[src/rtl/timekeeper_core.sv]
// Time-of-day counter: prescaler from clk to 1 Hz, hh:mm:ss with load/validate, set-mode nudges,
// 12/24 h display, optional packed-BCD buses and nested rollover pulses.
//
// state | meaning
// IDLE  | time held, prescaler held
// RUN   | prescaler counts, time advances at terminal count
// SET   | counting halted, inc_min/inc_hr nudge the time
module timekeeper_core #(
   parameter int TICKS_PER_SEC = 50_000_000,
   parameter int CNT_W         = 8,
   parameter bit BCD_OUT       = 1'b0
) (
   input  logic             i_clk,
   input  logic             i_reset,
   input  logic             i_enable,
   input  logic             i_set_mode,
   input  logic             i_inc_min,
   input  logic             i_inc_hr,
   input  logic             i_load,
   input  logic [CNT_W-1:0] i_load_hr,
   input  logic [CNT_W-1:0] i_load_min,
   input  logic [CNT_W-1:0] i_load_sec,
   input  logic             i_mode_12h,
   output logic [CNT_W-1:0] o_countSec,
   output logic [CNT_W-1:0] o_countMin,
   output logic [CNT_W-1:0] o_countHr,
   output logic             o_pm,
   output logic             o_sec_pulse,
   output logic             o_min_pulse,
   output logic             o_hr_pulse,
   output logic             o_day_pulse,
   output logic             o_load_err,
   output logic [1:0]       o_state
);

   localparam int PW = (TICKS_PER_SEC > 1) ? $clog2(TICKS_PER_SEC) : 1;
   localparam logic [PW-1:0] TC = PW'(TICKS_PER_SEC - 1);

   typedef enum logic [1:0] {ST_IDLE = 2'b00, ST_RUN = 2'b01, ST_SET = 2'b10} state_t;

   state_t        r_state, w_state_nxt;
   logic [PW-1:0] r_presc;
   logic [4:0]    r_hr;
   logic [5:0]    r_min, r_sec;
   logic          r_sec_p, r_min_p, r_hr_p, r_day_p, r_load_err;

   // Load buses decoded to binary; wide binary values saturate so they fail the range check
   function automatic logic [7:0] f_dec(input logic [CNT_W-1:0] v);
      logic [15:0] x;
      x = 16'(v);
      if (BCD_OUT) f_dec = 8'(x[7:4]) * 8'd10 + 8'(x[3:0]);
      else         f_dec = (x > 16'd255) ? 8'hFF : x[7:0];
   endfunction

   function automatic logic f_dig_ok(input logic [CNT_W-1:0] v);
      logic [15:0] x;
      x = 16'(v);
      f_dig_ok = !BCD_OUT || (x[15:8] == 8'd0 && x[7:4] <= 4'd9 && x[3:0] <= 4'd9);
   endfunction

   function automatic logic [CNT_W-1:0] f_enc(input logic [5:0] v);
      logic [7:0] b;
      b = {4'(v / 6'd10), 4'(v % 6'd10)};
      if (BCD_OUT) f_enc = CNT_W'(b);
      else         f_enc = CNT_W'(v);
   endfunction

   logic [7:0] w_ld_hr, w_ld_min, w_ld_sec;
   logic       w_load_ok, w_load_go, w_tick, w_presc_clr;
   logic [5:0] w_hr_disp;

   assign w_ld_hr   = f_dec(i_load_hr);
   assign w_ld_min  = f_dec(i_load_min);
   assign w_ld_sec  = f_dec(i_load_sec);
   assign w_load_ok = f_dig_ok(i_load_hr) && f_dig_ok(i_load_min) && f_dig_ok(i_load_sec)
                      && (w_ld_hr <= 8'd23) && (w_ld_min <= 8'd59) && (w_ld_sec <= 8'd59);
   assign w_load_go = i_load && w_load_ok;
   assign w_tick    = (r_state == ST_RUN) && (r_presc == TC);
   // Clear on SET entry and while in SET so leaving SET always starts a full second
   assign w_presc_clr = w_load_go || (r_state == ST_SET) || (w_state_nxt == ST_SET);

   always_comb begin
      w_state_nxt = r_state;
      case (r_state)
         ST_IDLE: if (i_set_mode) w_state_nxt = ST_SET;
                  else if (i_enable) w_state_nxt = ST_RUN;
         ST_RUN:  if (i_set_mode) w_state_nxt = ST_SET;
                  else if (!i_enable) w_state_nxt = ST_IDLE;
         ST_SET:  if (!i_set_mode) w_state_nxt = i_enable ? ST_RUN : ST_IDLE;
         default: w_state_nxt = ST_IDLE;
      endcase
   end

   always_ff @(posedge i_clk) begin
      if (i_reset) r_state <= ST_IDLE;
      else         r_state <= w_state_nxt;
   end

   always_ff @(posedge i_clk) begin
      if (i_reset) begin
         r_presc    <= '0;
         r_hr       <= '0;
         r_min      <= '0;
         r_sec      <= '0;
         r_sec_p    <= 1'b0;
         r_min_p    <= 1'b0;
         r_hr_p     <= 1'b0;
         r_day_p    <= 1'b0;
         r_load_err <= 1'b0;
      end else begin
         r_sec_p    <= 1'b0;
         r_min_p    <= 1'b0;
         r_hr_p     <= 1'b0;
         r_day_p    <= 1'b0;
         r_load_err <= i_load && !w_load_ok;

         if (w_presc_clr)            r_presc <= '0;
         else if (r_state == ST_RUN) r_presc <= w_tick ? '0 : r_presc + PW'(1);

         if (w_load_go) begin
            r_hr  <= w_ld_hr[4:0];
            r_min <= w_ld_min[5:0];
            r_sec <= w_ld_sec[5:0];
         end else if (w_tick) begin
            r_sec_p <= 1'b1;
            if (r_sec == 6'd59) begin
               r_sec   <= '0;
               r_min_p <= 1'b1;
               if (r_min == 6'd59) begin
                  r_min  <= '0;
                  r_hr_p <= 1'b1;
                  if (r_hr == 5'd23) begin
                     r_hr    <= '0;
                     r_day_p <= 1'b1;
                  end else begin
                     r_hr <= r_hr + 5'd1;
                  end
               end else begin
                  r_min <= r_min + 6'd1;
               end
            end else begin
               r_sec <= r_sec + 6'd1;
            end
         end else if (r_state == ST_SET) begin
            if (i_inc_min) begin
               r_min <= (r_min == 6'd59) ? 6'd0 : r_min + 6'd1;
               r_sec <= '0;
            end
            if (i_inc_hr) r_hr <= (r_hr == 5'd23) ? 5'd0 : r_hr + 5'd1;
         end
      end
   end

   always_comb begin
      w_hr_disp = {1'b0, r_hr};
      if (i_mode_12h) begin
         if (r_hr == 5'd0)       w_hr_disp = 6'd12;
         else if (r_hr > 5'd12)  w_hr_disp = {1'b0, r_hr - 5'd12};
      end
   end

   assign o_countSec  = f_enc(r_sec);
   assign o_countMin  = f_enc(r_min);
   assign o_countHr   = f_enc(w_hr_disp);
   assign o_pm        = (r_hr >= 5'd12);
   assign o_sec_pulse = r_sec_p;
   assign o_min_pulse = r_min_p;
   assign o_hr_pulse  = r_hr_p;
   assign o_day_pulse = r_day_p;
   assign o_load_err  = r_load_err;
   assign o_state     = r_state;

endmodule

[config.mk]
export PLATFORM = sky130hd
export DESIGN_NAME = timekeeper_core
export DESIGN_NICKNAME = d
export VERILOG_FILES = /design/src/rtl/timekeeper_core.sv
export SDC_FILE = /design/constraint.sdc
export NUM_CORES = 1
export LEC_CHECK = 0
export ABC_CLOCK_PERIOD_IN_PS = 3100
export CAP_MARGIN = 20
export CORE_UTILIZATION = 35
export DETAILED_ROUTE_END_ITERATION = 12
export PLACE_DENSITY = 0.67
export SETUP_SLACK_MARGIN = 0.5
export SYNTH_ARGS = -nofsm -noshare
export SYNTH_HDL_FRONTEND = slang
export SYNTH_SLANG_ARGS = --single-unit
export TNS_END_PERCENT = 5
[constraint.sdc]
create_clock -name i_clk -period 3.1 [get_ports i_clk]
set_input_delay 0.465 -clock i_clk [delete_from_list [all_inputs] [get_ports i_clk]]
set_output_delay 0.465 -clock i_clk [all_outputs]
set_load 0.01 [all_outputs]
[After elaboration in Yosys (flattened, before gate mapping)]
Index checks and enable logic that the tools add are counted.
Widths: inputs -> output; s select.
Cells by class
  reductions and logical operators: 21
  multiplexer cells: 33
  bitwise gates (word level): 3
  $add $sub $neg: 5
  magnitude comparators: 5
  eq/ne operators: 9
Operator list (count)
  $mux 6: 11
  $mux 5: 10
  $add 26x1->26 const B: 1
  $eq 26x26->1 const B: 1
  $mux 26: 1
  $le 8x6->1 const B: 2
  $add 6x1->6 const B: 2
  $eq 6x6->1 const B: 2
  $mux 2: 5
  $reduce_bool 3->1: 3
  $le 8x5->1 const B: 1
  $ne 3x2->1 const B: 2
  $pmux 2 s3: 1
  $add 5x1->5 const B: 1
  $eq 5x5->1 const B: 1
  $ge 5x4->1 const B: 1
  $gt 5x4->1 const B: 1
  $logic_and 1x1->1: 5
  $logic_not 5->1: 1
  $mux 1: 5
  $reduce_or 5->1: 1
  $sub 5x4->5 const B: 1
  $eq 2x2->1 const B: 2
  $reduce_and 4->1: 1
  10 further kinds: 14
Storage, ports and cells
  register bits after elaboration: 50
  output and inout bits: 32
  logic and storage cells: 86
  input port bits: 32

[Longest topological paths before layout]
Gate-level depths: netlist of the first run.
  depth after elaboration: 7
  mapped depth: 9
  mapped depth without buffers: 8

[Worst setup path before layout of the first run]
Ideal clock, no wire load.
  path type: input port to flip-flop
  start point: input port i_load_sec[5]
  end point: register r_presc[17]
  stages on the path: 9
  setup time: 0.065 ns
  data arrival time: 2.241 ns
  required time: 3.035 ns
  buffers on the path: 3
  setup slack: 0.793 ns
  cells stage by stage: nand4_1 and4_1 and3_1 clkbuf_1 or4_4 or2_2 clkbuf_1 buf_2 nor2_1
Between the ends
  word-level cells in the longest chain between the ends: 6
RTL lines
  start: declaration: RTL line 22  | input logic [CNT_W-1:0] i_load_sec,
  $le 8x6->1: RTL line 76  | && (w_ld_hr <= 8'd23) && (w_ld_min <= 8'd59) && (w_ld_sec <= 8'd59);
  $logic_and 1x1->1: RTL line 76
  $logic_and 1x1->1: RTL line 77  | assign w_load_go = i_load && w_load_ok;
  $logic_or 1x1->1 (2 in series): RTL line 80  | assign w_presc_clr = w_load_go || (r_state == ST_SET) || (w_state_nxt == ST_SET);
  $reduce_or 2->1 (no source line)
  end signal: assignment: RTL line 118  | else if (r_state == ST_RUN) r_presc <= w_tick ? '0 : r_presc + PW'(1);
  end: declaration: RTL line 42  | logic [PW-1:0] r_presc;
Every way passes these cells.
A chain may end at the register's enable or synchronous reset.

[Worst setup path in the final report of the first run]
  start point: input port i_mode_12h
  end point: output port o_countHr[4]
Between the ends
  word-level cells in the longest chain between the ends: 1
RTL lines
  start: declaration: RTL line 23  | input logic i_mode_12h,
  $mux 5: RTL line 156  | if (i_mode_12h) begin
  end: declaration: RTL line 26  | output logic [CNT_W-1:0] o_countHr,
Every way passes these cells.

==> metrics.cfg, run 1 <==
[timing]
rsz0062_at_grt=yes
finalSetupViolations=0
max_freq_ghz=0.391
maxSlewHeadroom=0.596
slew_violations=0
period_share=0.824
whs_ps=488
worst_pin_slew_ps=606
hold_viol_final=0
clock_skew_ps=7.62
setup_tns_ps=0
period_needed_ps=2550

[routing]
drtPass1Iterations=4
vias_per_cell=5.17
remaining_drc_errors=0
final_antenna_net_count=0
routedWlPerCell_um=13.4
dr.first_iter.drc_count=109
num_vias=2602
wl_um=6760

[grt]
grt_pass1_vias=2442
antenna_found_initial=0
gr-total-overflow=0
grt.total_usage=0.171
grt_pass1_wl_um=11500
grt_max_degree=24

[setup_path]
criticalPathCategory=in2out
startpoint=i_mode_12h
cp_top_family=buffers and inverters
path_cells=clkdlybuf4s50_1 -> nand2b_1 -> a2111oi_1 -> a21o_1 -> clkdlybuf4s50_1
start_kind=input port
r2r_start=r_presc[0]
critical_path_depth=5
cp_max_fo=4
path_buf_inv=2
r2r_setup_slack_ps=600
required_ps=2630
r2r_end=r_hr[4]
reg2reg_depth=8
endpoint_kind=primary output
cp.arrival_ps=2090
slowest_delay_ps=520
crit_slowest_cell=clkdlybuf4s50_1
crit_top_cell=clkdlybuf4s50_1

[clock_tree]
h-tree-depth=2
clk_pin_slew_ps=80
cts_tree=yes
cts.sinks=50
clk_path_buf_depth=2
root_buffer=clkbuf_8
clock_latency_ps=310
cts_buffers=5

[synth]
ys_seq_area_frac=0.361
syn_area_um2=2780
synth_enable_flop_cells=0
ys_warn_count=0
syn_area_per_cell_um2=8.21
synth_cell_types=52
syn_inst=338
ys_seq_elements=50
synth_ff_type=dfxtp_1
synth_async_sr_flop_share=0

[status]
run_status=finished, final reports clean

[pwr]
combPwrFrac=0.102
switching_share=0.224
power.leakage_nw=1.25
vdd_drop_max_uv=163
power_density_nw_per_um2=345
intPower_mw=0.960
switchingPower_mw=0.277
pwr-share-seq=0.531
power.share.clock=0.367

[die]
floorplan.rows=32
fp.dieH_um=91.1
core_um2=7690
initial_utilization=0.361
ios=64
dieArea_um2=8290
die_w_um=91.1

[worst_hold_path]
hold_depth=2
hold_class=reg2reg
min-delay-start=r_presc[1]
worstHoldEndpoint=r_presc[1]

[placed_design]
hpwl_um=5100
port_buffers=56
gp_congestion=0.847

[layout]
fin_nets=440
syn_to_final_growth_pct=29.1
drive_above_1_share=0.0923
diodes=0

[job]
drv_cap=0

-- flip-flops by register name, summed over array words and instances, names as in the netlist --
register     flops
o_load_err       1
r_sec            6
r_presc         26
o_day_pulse      1
o_min_pulse      1
o_sec_pulse      1
r_hr             5
r_min            6
o_hr_pulse       1
o_state          2
-- cells in the final DEF, fill, tap and decap left out, types with 7 or more instances in the layout --
| cell type | Yosys | layout |
|---|---|---|
| a21oi_1 | 16 | 16 |
| dfxtp_1 | 50 | 47 |
| clkdlybuf4s50_1 | 0 | 56 |
| xor2_1 | 14 | 14 |
| nand4_1 | 13 | 13 |
| nor2_1 | 53 | 53 |
| inv_1 | 10 | 10 |
| nand2_1 | 29 | 29 |
| buf_4 | 7 | 11 |
| nand3_1 | 17 | 17 |
| conb_1 | 1 | 7 |
| xnor2_1 | 12 | 12 |
| nor3_1 | 15 | 15 |
-- kinds of logic after synthesis --
group | share of synthesized area
simple gates | 0.299
xor+xnor | 0.0820
compound gates | 0.143
flops | 0.361
mux | 0.0266
buf+inv | 0.0514
fa+ha+maj | 0.0361
other cells | 0.00135
-- metrics by stage --
step                      setup slack (ps)  instance area (um^2)  power, mW  utilization  instances
after floorplan                        793                  2800      0.729            -        344
after global routing                   473                  3580       1.29        0.466        503
after detailed placement               233                  3430      0.794        0.446        490
final                                  545                  3580       1.24        0.466        503
after CTS                              500                  3540       1.24        0.460        498
after global placement                 260                  3430      0.792        0.446        490
-- area by class of cell --
type | count | area, um^2
clock buffers | 7 | 76.3
clock inverters | 1 | 30.0
fillers | 795 | 4100
inverters | 10 | 37.5
multi-input cells | 266 | 1660
flip-flops and latches | 50 | 1000
well taps | 102 | 128
repair buffers | 67 | 643
-- layer usage --
| metal | vias to the layer above | GRT usage | share of wire |
|---|---|---|---|
| li1 | 1317 | - | - |
| met1 | 1218 | 0.213 | 0.45 |
| met2 | 58 | 0.300 | 0.50 |
| met3 | 9 | 0.0318 | 0.038 |
| met4 | 0 | 0.0450 | 0.010 |
| met5 | - | 0 | 0 |
-- tightest hold or removal path, stage by stage (launching register included) --
cell and delay [ps]:
dfxtp_1 340, nand2_1 60, a21oi_1 50
-- power groups by stage --
stage,clock [mW],combinational (mW),sequential (mW)
3_5_place_dp,0,0.123,0.671
3_3_place_gp,0,0.122,0.671
2_1_floorplan,0,0.0582,0.671
5_1_grt,0.492,0.138,0.658
6_report,0.454,0.126,0.656
4_1_cts,0.465,0.124,0.656
-- how the worst max path moves through the flow --
stage | to | slack [ps]
finish | o_countHr[4] | 550
global route | r_min[1] | 470
CTS | o_countHr[4] | 500
detailed placement | r_presc[25] | 230
global placement | r_presc[15] | 260
floorplan | r_presc[17] | 790
-- what timing repair did --
item	in CTS	in global routing
pin swaps	0	3
setup endpoints to repair	2	23
buffers inserted	0	5
cloned	0	0
hold buffers	0	0
gates resized for setup	3	5
-- Yosys cell counts (all sizes together) (2+ instances only) --
cell type	n	area (um^2)
ha	8	100
a31oi	4	25.0
o21ai	8	43.8
nand4b	3	26.3
nor2b	5	31.3
a311oi	2	17.5
nand4	14	93.8
a21oi	16	80.1
and4	2	17.5
and2	3	18.8
nor3	15	75.1
a211oi	6	45.0
xnor2	12	105
or4	3	31.3
clkbuf	7	26.3
or2	3	18.8
buf	11	78.8
dfxtp	50	1000
inv	10	37.5
mux2i	4	40.0
mux2	3	33.8
and3	6	37.5
xor2	14	123
o211ai	4	57.6
nor4	4	25.0
a32o	2	20.0
o2111ai	2	17.5
nand3	17	85.1
nor2	54	219
a221oi	2	23.8
nand2	29	109
nand2b	3	18.8
Power figures use the tool's default switching activity.
==> run 2, diff against run 1 <==
--- a/config.mk
+++ b/config.mk
@@ -5,7 +5,7 @@
 export SDC_FILE = /design/constraint.sdc
 export NUM_CORES = 1
 export LEC_CHECK = 0
-export ABC_CLOCK_PERIOD_IN_PS = 3100
+export ABC_CLOCK_PERIOD_IN_PS = 2600
 export CAP_MARGIN = 20
 export CORE_UTILIZATION = 35
 export DETAILED_ROUTE_END_ITERATION = 12
==> constraint.sdc (replaced) <==
create_clock -name i_clk -period 2.6 [get_ports i_clk]
set_input_delay 0.39 -clock i_clk [delete_from_list [all_inputs] [get_ports i_clk]]
set_output_delay 0.39 -clock i_clk [all_outputs]
set_load 0.01 [all_outputs]
==> metrics.cfg, run 2 (synthesis results as in run 1) <==
[setup_path]
path_cells=ha_4 -> nand4b_1 -> or3_1 -> or4_4 -> buf_4 -> nor3_1 -> a21oi_1 -> a211oi_1
criticalPathCategory=reg2reg
cp_max_fo=6
crit_end=r_sec[3]
required_ps=2840
reg2reg_depth=8
r2r_start=r_presc[0]
r2r_end=r_sec[3]
startpoint=r_presc[0]
start_kind=flip-flop
cp.arrival_ps=2500
crit_slowest_cell=or4_4
endpoint_kind=flip-flop
r2r_setup_slack_ps=340
slowest_delay_ps=520

[clock_tree]
cts_tree=yes
root_buffer=clkbuf_8
cts.sinks=50
clock_latency_ps=320
cts_hold_buffers=0
clk_pin_slew_ps=100
h-tree-depth=2
cts_buffers=5
clk_path_buf_depth=2

[grt]
antenna_found_initial=0
grt_pass1_wl_um=11600
grt_max_degree=24
gr-total-overflow=0
grt_pass1_vias=2563
grt.total_usage=0.169

[status]
run_status=finished, final reports clean

[die]
fp.dieH_um=91.1
initial_utilization=0.361
dieArea_um2=8290
die_w_um=91.1
ios=64
floorplan.rows=32
core_um2=7690

[layout]
top_regs=r_presc: 26 flops, r_min: 6 flops, r_sec: 6 flops
final_cell_mix=nor2_1 (53), clkdlybuf4s50_1 (53), dfxtp_1 (43)
syn_to_final_growth_pct=33.1
fin_nets=446
drive_above_1_share=0.135
diodes=0
largest_register=r_presc
largest_reg_flops=26

[timing]
maxSlewHeadroom=0.644
rsz0062_at_grt=yes
period_needed_ps=2260
setup_tns_ps=0
max_freq_ghz=0.442
finalSetupViolations=0
period_share=0.870
hold_viol_final=0
worst_pin_slew_ps=535
slew_violations=0
clock_skew_ps=12.0

[worst_hold_path]
hold_class=reg2reg

[job]
drv_cap=0

[pwr]
power_mw=1.49
power_density_nw_per_um2=403
vdd_drop_max_uv=268
power.leakage_nw=1.29

[routing]
vias_per_cell=5.20
remaining_drc_errors=0
wl_um=6760
num_vias=2648
final_antenna_net_count=0
routedWlPerCell_um=13.3
drtPass1Iterations=5
dr.first_iter.drc_count=120

[placed_design]
gp_congestion=0.782
hpwl_um=4820
port_buffers=56

run 2: area by class of cell:
class / count / area (um^2)
well taps: 102 / 128
flip-flops and latches: 50 / 1020
clock inverters: 2 / 37.5
clock buffers: 6 / 72.6
multi-input cells: 266 / 1700
repair buffers: 73 / 698
inverters: 10 / 37.5
fillers: 754 / 3990
run 2: worst max-delay path: cells and delay by family (launching register included):
kind                       cells  cell delay [ps]
adders and majority gates      1              130
AOI/OAI and AO/OA              2              290
DFF                            1              380
and+or+nand+nor                4             1200
buffers and inverters          1              180
run 2: what timing repair did:
| action | CTS | global route |
|---|---|---|
| cloned | 0 | 0 |
| resized for setup | 17 | 7 |
| endpoints found under the setup margin | 46 | 47 |
| pin swaps | 3 | 2 |
| setup buffers | 9 | 1 |
| endpoints found under the hold margin | 0 | 0 |
run 2: per-stage QoR:
stage          worst slack, ps  hold slack, ps  instances  utilization  cell area [um^2]
2_1_floorplan              468             457        344            -              2850
3_3_place_gp              98.6             475        491        0.450              3460
3_5_place_dp              51.9             472        491        0.450              3460
4_1_cts                    220             538        508        0.477              3660
5_1_grt                    235             570        509        0.481              3690
6_report                   337             527        509        0.481              3690
run 2: worst min-delay path by stage:
| stage | startpoint | endpoint | depth (start not counted) |
|---|---|---|---|
| 2_1_floorplan | r_presc[1] | r_presc[1] | 2 |
| 3_3_place_gp | r_presc[1] | r_presc[1] | 2 |
| 3_5_place_dp | r_presc[1] | r_presc[1] | 2 |
| 4_1_cts | r_hr[0] | r_hr[0] | 2 |
| 5_1_grt | r_hr[1] | r_hr[1] | 2 |
| 6_report | r_hr[1] | r_hr[1] | 2 |
run 2: routing by layer:
layer  vias to the layer above  GRT usage  routed length [um]
li1                       1333          -                   -
met1                      1237      0.207                3070
met2                        72      0.297                3270
met3                         6     0.0419                 360
met4                         0     0.0397                  62
met5                         -          0                   0
run 2: power breakdown:
group,internal (mW),total (mW),switching [mW],leakage [nW]
Combinational,0.0827,0.150,0.0673,0.834
Sequential,0.770,0.779,0.00861,0.408
Clock,0.288,0.561,0.274,0.0514
Total,1.14,1.49,0.350,1.29
==> run 3, diff against run 2 <==
--- a/config.mk
+++ b/config.mk
@@ -14,4 +14,4 @@
 export SYNTH_ARGS = -nofsm -noshare
 export SYNTH_HDL_FRONTEND = slang
 export SYNTH_SLANG_ARGS = --single-unit
-export TNS_END_PERCENT = 5
+export TNS_END_PERCENT = 30
==> metrics.cfg, run 3 (synthesis results as in run 1) <==
[clock_tree]
clk_path_buf_depth=2
clk_pin_slew_ps=100
root_buffer=clkbuf_8
cts_hold_buffers=0
cts_tree=yes
h-tree-depth=2
cts.sinks=50
clock_latency_ps=310
cts_buffers=5

[pwr]
switching_share=0.234
power_mw=1.50
power.share.clock=0.371
intPower_mw=1.15
pwr-share-seq=0.517
power_density_nw_per_um2=393
switchingPower_mw=0.352
power.leakage_nw=1.38
combPwrFrac=0.112
vdd_drop_max_uv=168

[routing]
remaining_drc_errors=0
final_antenna_net_count=0
dr.first_iter.drc_count=108
num_vias=2758
vias_per_cell=5.29
drtPass1Iterations=4
wl_um=7270
routedWlPerCell_um=14.0

[grt]
grt_pass1_wl_um=12100
antenna_found_initial=0
grt_pass1_vias=2597
grt.total_usage=0.178
grt_max_degree=20
gr-total-overflow=0

[die]
dieArea_um2=8290
ios=64
die_w_um=91.1
floorplan.rows=32
core_um2=7690
initial_utilization=0.361
fp.dieH_um=91.1

[setup_path]
cp_top_family=simple AND/OR/NAND/NOR gates
path_buf_inv=1
cp_max_fo=7
cp.arrival_ps=2610
r2r_start=r_presc[1]
slowest_delay_ps=510
crit_slowest_cell=or4_4
required_ps=2800
criticalPathCategory=reg2reg
r2r_setup_slack_ps=190
endpoint_kind=flip-flop
start_kind=flip-flop
reg2reg_depth=8
r2r_end=r_min[2]
path_cells=ha_4 -> nand4b_1 -> or3_4 -> or4_4 -> o211ai_4 -> buf_4 -> mux2i_1 -> nor2_1

[timing]
clock_skew_ps=12.2
period_share=0.925
finalSetupViolations=0
setup_tns_ps=0
rsz0062_at_grt=yes
slew_violations=0
max_freq_ghz=0.416
worst_pin_slew_ps=558
hold_viol_final=0
period_needed_ps=2410
maxSlewHeadroom=0.628

[layout]
largest_register=r_presc
largest_reg_flops=26
final_cell_mix=nor2_1 (53), clkdlybuf4s50_1 (51), dfxtp_1 (44)
fin_nets=458
drive_above_1_share=0.172
fillers=746
stdcell_area_um2=3820
top_regs=r_presc: 26 flops, r_min: 6 flops, r_sec: 6 flops
diodes=0
mostFrequentLayoutCell=nor2_1
final_util=0.497
syn_to_final_growth_pct=37.6

[worst_hold_path]
worstHoldEndpoint=r_sec[2]
hold_depth=3
hold_class=in2reg
min-delay-start=i_load_sec[2]

[placed_design]
hpwl_um=4910
gp_congestion=0.818
place_area_um2=3460
port_buffers=56

[job]
drv_cap=0

[status]
run_status=finished, final reports clean

==> run 3: cell types whose count changed in the layout (fill, tap and decap cells not counted), moves of 2 or more <==
cell             before  now
dfxtp_2               4    2
nor3_1               13   11
clkdlybuf4s15_1       0    2
inv_1                10    7
nor3_2                2    4
inv_2                 0    3
clkdlybuf4s50_1      53   51
buf_4                16   25
==> run 3: area by class of cell <==
cell class	count	area, um^2	area share
clock buffers	6	72.6	0.0190
clock inverters	2	37.5	0.00982
inverters	10	37.5	0.00982
multi-input cells	269	1760	0.459
flip-flops and latches	50	1020	0.267
well taps	102	128	0.0334
repair buffers	82	772	0.202
==> run 3: through the flow <==
| stage | setup WS [ps] | hold slack [ps] | std cells |
|---|---|---|---|
| 2_1_floorplan | 468 | 457 | 344 |
| 3_3_place_gp | 95.3 | 468 | 492 |
| 3_5_place_dp | 49.2 | 475 | 492 |
| 4_1_cts | 263 | 516 | 519 |
| 5_1_grt | 122 | 527 | 521 |
| 6_report | 195 | 520 | 521 |
==> run 3: how the worst max path moves through the flow <==
| stage | startpoint | to | slack, ps | depth (start not counted) |
|---|---|---|---|---|
| 2_1_floorplan | r_presc[0] | r_hr[3] | 470 | 8 |
| 3_3_place_gp | i_load_sec[2] | r_presc[20] | 100 | 7 |
| 3_5_place_dp | i_load_sec[2] | r_presc[21] | 50 | 7 |
| 4_1_cts | r_hr[3] | o_countHr[3] | 260 | 6 |
| 5_1_grt | r_presc[1] | r_min[2] | 120 | 8 |
| 6_report | r_presc[1] | r_min[2] | 190 | 8 |
==> run 3: power groups by stage <==
stage	Clock (mW)	Combinational, mW	Sequential, mW
6_report	0.557	0.168	0.776
3_5_place_dp	0	0.150	0.798
4_1_cts	0.569	0.167	0.776
2_1_floorplan	0	0.0753	0.800
5_1_grt	0.605	0.183	0.778
3_3_place_gp	0	0.148	0.798
==> run 3: timing repair <==
item                       4_1_cts  5_1_grt
buffers inserted                16        2
pin swaps                       14       14
gates resized for setup         26        8
gates cloned                     3        0
setup endpoints to repair       46       47
==> run 3: worst register-to-register path, cell delays in order (launching register included) <==
cell and delay, ps:
dfxtp_4 370, ha_4 130, nand4b_1 160, or3_4 420
or4_4 510, o211ai_4 320, buf_4 170, mux2i_1 170
nor2_1 50
==> run 3: metal layers <==
metal,share of wire,GRT usage,wire length (um)
met1,0.45,0.214,3290
met2,0.49,0.314,3550
met3,0.052,0.0419,376
met4,0.0076,0.0489,55
met5,0,0,0
